`config.mk`:
```
export PLATFORM = sky130hd
export DESIGN_NAME = dmem_access_ctrl
export DESIGN_NICKNAME = d
export VERILOG_FILES = /design/src/rtl/dmem_access_ctrl.sv
export SDC_FILE = /design/constraint.sdc
export NUM_CORES = 1
export LEC_CHECK = 0
export ABC_AREA = 1
export CELL_PAD_IN_SITES_DETAIL_PLACEMENT = 0
export CELL_PAD_IN_SITES_GLOBAL_PLACEMENT = 1
export CORE_AREA = 2 2 117 119
export CTS_CLUSTER_SIZE = 24
export DETAILED_ROUTE_END_ITERATION = 10
export DIE_AREA = 0 0 119 121
export PLACE_DENSITY_LB_ADDON = 0.1
export SLEW_MARGIN = 10
export SYNTH_ARGS = -nofsm -noshare
export SYNTH_HDL_FRONTEND = slang
export SYNTH_SLANG_ARGS = --single-unit
```
`constraint.sdc`:
```
create_clock -name clk -period 3.1 [get_ports clk]
set_input_delay 0.31 -clock clk [delete_from_list [all_inputs] [get_ports clk]]
set_output_delay 0.31 -clock clk [all_outputs]
set_load 0.01 [all_outputs]
```
`src/rtl/dmem_access_ctrl.sv`:
```
// Load/store access controller between the CPU memory stage and a byte-addressed data memory.
// Optional range checking is enabled by defining DMEM_ACC_RANGE_CHECK_EN.
module dmem_access_ctrl #(
    parameter int          ADDR_W    = 11,
    parameter int          MEM_BYTES = 1024,
    parameter logic [31:0] BASE      = 32'h1001_0000
) (
    input  logic              clk,
    input  logic              rst,
    input  logic              req,
    input  logic [2:0]        op,
    input  logic [31:0]       addr,
    input  logic [31:0]       wdata,
    output logic              busy,
    output logic              done,
    output logic [31:0]       rdata,
    output logic              addr_err,
    output logic              dm_cs,
    output logic              dm_r,
    output logic              dm_w_w,
    output logic              dm_w_h,
    output logic              dm_w_b,
    output logic [ADDR_W-1:0] dm_addr,
    output logic [31:0]       dm_wdata,
    input  logic [31:0]       dm_rdata,
    output logic [1:0]        dbg_state
);

    // Handshake: req is sampled on a rising edge only while the FSM is IDLE
    // (busy low); done pulses for one cycle and addr_err is valid only with done.

    typedef enum logic [1:0] {
        IDLE  = 2'd0,
        ISSUE = 2'd1,
        DONE  = 2'd2
    } state_t;

    localparam logic [2:0] OP_LW  = 3'b000;
    localparam logic [2:0] OP_LH  = 3'b001;
    localparam logic [2:0] OP_LHU = 3'b010;
    localparam logic [2:0] OP_LB  = 3'b011;
    localparam logic [2:0] OP_LBU = 3'b100;
    localparam logic [2:0] OP_SW  = 3'b101;
    localparam logic [2:0] OP_SH  = 3'b110;
    localparam logic [2:0] OP_SB  = 3'b111;

    state_t      state, state_nxt;
    logic [2:0]  op_q;
    logic [31:0] offset;
    logic [2:0]  acc_size;
    logic        misaligned;
    logic        out_of_range;
    logic        req_err;
    logic        accept;
    logic        issue_go;
    logic        is_load;
    logic [31:0] load_ext;

    assign offset    = addr - BASE;
    assign is_load   = (op != OP_SW) && (op != OP_SH) && (op != OP_SB);
    assign dbg_state = state;

    always_comb begin
        misaligned = 1'b0;
        acc_size   = 3'd1;
        case (op)
            OP_LW, OP_SW: begin
                misaligned = |addr[1:0];
                acc_size   = 3'd4;
            end
            OP_LH, OP_LHU, OP_SH: begin
                misaligned = addr[0];
                acc_size   = 3'd2;
            end
            default: begin
                misaligned = 1'b0;
                acc_size   = 3'd1;
            end
        endcase
    end

`ifdef DMEM_ACC_RANGE_CHECK_EN
    // 33-bit end offset so an access near the top of the address space cannot wrap.
    logic [32:0] end_off;
    assign end_off      = {1'b0, offset} + {30'd0, acc_size};
    assign out_of_range = (addr < BASE) || (end_off > 33'(MEM_BYTES));
`else
    // Without the check the offset simply wraps to ADDR_W bits.
    logic unused_range_bits;
    assign unused_range_bits = ^{offset[31:ADDR_W], acc_size, 32'(MEM_BYTES)};
    assign out_of_range      = 1'b0;
`endif

    assign req_err  = misaligned || out_of_range;
    assign accept   = (state == IDLE) && req;
    assign issue_go = accept && !req_err;

    always_comb begin
        state_nxt = state;
        case (state)
            IDLE:    if (req) state_nxt = req_err ? DONE : ISSUE;
            ISSUE:   state_nxt = DONE;
            DONE:    state_nxt = IDLE;
            default: state_nxt = IDLE;
        endcase
    end

    always_comb begin
        load_ext = dm_rdata;
        case (op_q)
            OP_LH:   load_ext = {{16{dm_rdata[15]}}, dm_rdata[15:0]};
            OP_LHU:  load_ext = {16'd0, dm_rdata[15:0]};
            OP_LB:   load_ext = {{24{dm_rdata[7]}}, dm_rdata[7:0]};
            OP_LBU:  load_ext = {24'd0, dm_rdata[7:0]};
            default: load_ext = dm_rdata;
        endcase
    end

    always_ff @(posedge clk or posedge rst) begin
        if (rst) begin
            state <= IDLE;
            op_q  <= OP_LW;
        end else begin
            state <= state_nxt;
            if (accept) op_q <= op;
        end
    end

    // Every interface output is a flop loaded from the next-state decode.
    always_ff @(posedge clk or posedge rst) begin
        if (rst) begin
            busy     <= 1'b0;
            done     <= 1'b0;
            addr_err <= 1'b0;
            rdata    <= 32'd0;
            dm_cs    <= 1'b0;
            dm_r     <= 1'b0;
            dm_w_w   <= 1'b0;
            dm_w_h   <= 1'b0;
            dm_w_b   <= 1'b0;
            dm_addr  <= '0;
            dm_wdata <= 32'd0;
        end else begin
            busy     <= (state_nxt != IDLE);
            done     <= (state_nxt == DONE);
            addr_err <= accept && req_err;
            dm_cs    <= issue_go;
            dm_r     <= issue_go && is_load;
            dm_w_w   <= issue_go && (op == OP_SW);
            dm_w_h   <= issue_go && (op == OP_SH);
            dm_w_b   <= issue_go && (op == OP_SB);
            dm_addr  <= issue_go ? offset[ADDR_W-1:0] : '0;
            dm_wdata <= issue_go ? wdata : 32'd0;
            if (state == ISSUE && dm_r) rdata <= load_ext;
        end
    end

endmodule

```
==> run metrics <==
Die Wd=about 120 um; clock insertion delay at the later pin of the skew report=around 330 ps; FMAX=0.505 GHz; clk sinks=88; Remaining DRCs=0; actual slew at the worst max-slew pin=838 ps; synth warn=0; CTS tree=yes; die height=121 um; Seq. cell area=0.00220 mm2; first-pass GRT wire length=14600 um; arrival time at the worst endpoint=approximately 2200 ps; Worst path max stage delay=roughly 650 ps; Critical Path Most Common Cell=nand2_1; Final Hold Viols=0; hold_buf cts=0; #FFs+latches synth=88; aggregate global routing overflow=0; dpl hpwl=6300 um; DR vias/cell=4.02; status=completed; Slew Limit Headroom=0.440; Crit. End Element=flip-flop; drt pass-1 iters=4; Final Max Tran Viols=0; period utilization=0.639; cell taking the most area after synthesis=dfrtp_1; Synth Area per Inst=10.2 um2; gpl congestion=just over 0.7; post-synth cell types=23; leading cell type in the layout, fill and taps excluded=clkdlybuf4s50_1; Initial Utilization=0.283; min Tclk post-route=1980 ps; layout cells sized above 1=0.143; DRT Wirelength=8980 um; Pwr Density=approximately 690 mW/mm2; sequential element share of the synthesized area=0.594; skew final=2.83 ps; Post-Synthesis Cells=362; gr usage total=0.131; Reg2Reg Depth=6; Reg clk slew, reported paths=~60 ps; htree depth=3; Via Count=2845; post-CTS resize count=0; most frequent cells in the layout=165 x clkdlybuf4s50_1, 88 x dfrtp_1, 69 x inv_1; Root Driver=clkbuf_16; setup bufs post-CTS=0; setup_tns=0 ps; Die ar.=0.0144 mm2; clock buffer depth=2; Fill cells=approximately 1300; Leak=0.00279 uW; number of global-route vias before repair=2902; Core Box Area=0.0131 mm2; VDD IR max=248 uV; Finish-stage setup viols=0; area of the multi-input gates=0.00109 mm2; pin count of the biggest net entering global routing=53; Core Rows=42; top area cells in the synthesized netlist=dfrtp_1 59%, nor2_4 9.1%, inv_1 7.1%, nand2_1 5.7%, or2_2 2.7%; Num CTS Buffers=9; RSZ-0062 raised after global routing=false; I/O Pins=187; IO buf count=165; Max-Cap Viols=0; syn nets=around 460; CP Launch Type=input port; HP Class=in -> async; DRT antenna net count=0; Reg-to-Reg Start=dbg_state[1]$_DFF_PP0_; wire per inst=12.7 um; cell chain of the critical path=clkdlybuf4s50_1 -> inv_1 -> nand2_1 -> o21ai_1 -> nand2_1 -> nand3_4 -> buf_4 -> nor2_1; Crit Path Class=in -> reg; Util after Layout=0.445; Slowest cell on crit path=clkdlybuf4s50_1; cell area after synthesis=0.00370 mm2; initial antenna violation count=0; top fanout value on the critical path=26; n_diodes=0; reg2reg setup slack=1270 ps; initial drt markers=96; post-synth top area share=0.594; worst endpoint required time=around 3400 ps; Area Overhead vs Synth=57.2%; worst setup path start=op[0]; Final #Nets=629
==> stage by stage <==
stage	hold slack (ps)	area (um2)	worst slack [ps]	cells	power, uW
after global routing	416	5820	897	708	4270
after global placement	464	5490	744	692	2840
final	355	5820	1120	708	4010
after detailed placement	467	5490	729	692	2850
after floorplan	416	3700	511	362	2150
after CTS	374	5820	1090	708	4090
==> layout make-up <==
type,instances,area share
Clock buffer,14,0.0470
Clock inverter,2,0.0103
Inverter,76,0.0494
Multi-Input combinational cell,183,0.186
Sequential cell,88,0.378
Tap cell,176,0.0378
Timing Repair Buffer,169,0.291
==> cell families (layout without fill, tap and decap cells) <==
logic type             after synthesis  count (layout)  synth area share
AND/OR/NAND/NOR                    149             149             0.234
flip-flops                          88              88             0.594
AO/OA/AOI/OAI                       34              34            0.0567
buffers and inverters               91             261             0.114
==> per-layer routing <==
metal / vias to the layer above / track usage / part of all wire
li1: 1410 / - / -
met1: 1326 / 0.152 / 0.41
met2: 98 / 0.216 / 0.49
met3: 11 / 0.0522 / 0.089
met4: 0 / 0.0558 / 0.017
met5: - / 0 / 0
==> worst paths after layout <==
kind | end
worst min-delay path | rdata[9]$_DFFE_PP0P_
worst min register to register | rdata[4]$_DFFE_PP0P_
max in group asynchronous | dm_wdata[1]$_DFF_PP0_
worst max register to register | dm_addr[2]$_DFF_PP0_
min in group clk | rdata[4]$_DFFE_PP0P_
worst max-delay path | dm_addr[2]$_DFF_PP0_
==> report_power, final <==
part / leakage [uW] / internal, uW / switching (uW)
sequential: 0.00111 / 1400 / 118
clock: 0.000163 / 773 / 436
combinational: 0.00152 / 718 / 568
total: 0.00279 / 2890 / 1120
==> synth_stat cells <==
master	instances
a21boi_0	1
a21oi_1	18
a21oi_2	1
a2bb2oi_1	8
buf_12	3
buf_2	5
buf_4	5
buf_6	1
clkbuf_2	1
dfrtp_1	88
inv_1	70
inv_2	6
nand2_1	56
nand2_2	1
nand3_1	19
nand3_2	2
nand4_1	2
nor2_1	23
nor2_4	30
o21ai_0	4
o21ai_1	1
o21ai_2	1
or2_2	16
==> sequential cells by signal (all words and copies together) (netlist names), 2 cells and up <==
| signal | count |
|---|---|
| dbg_state | 2 |
| dm_wdata | 32 |
| rdata | 32 |
| dm_addr | 11 |
| op_q | 3 |
==> critical path, delay by kind of cell <==
kind / cells / cell delay, ps
buf+inv: 3 / 1150
simple gates: 4 / 710
compound gates: 1 / 70
Note: power is estimated with default switching activity, not from simulation.
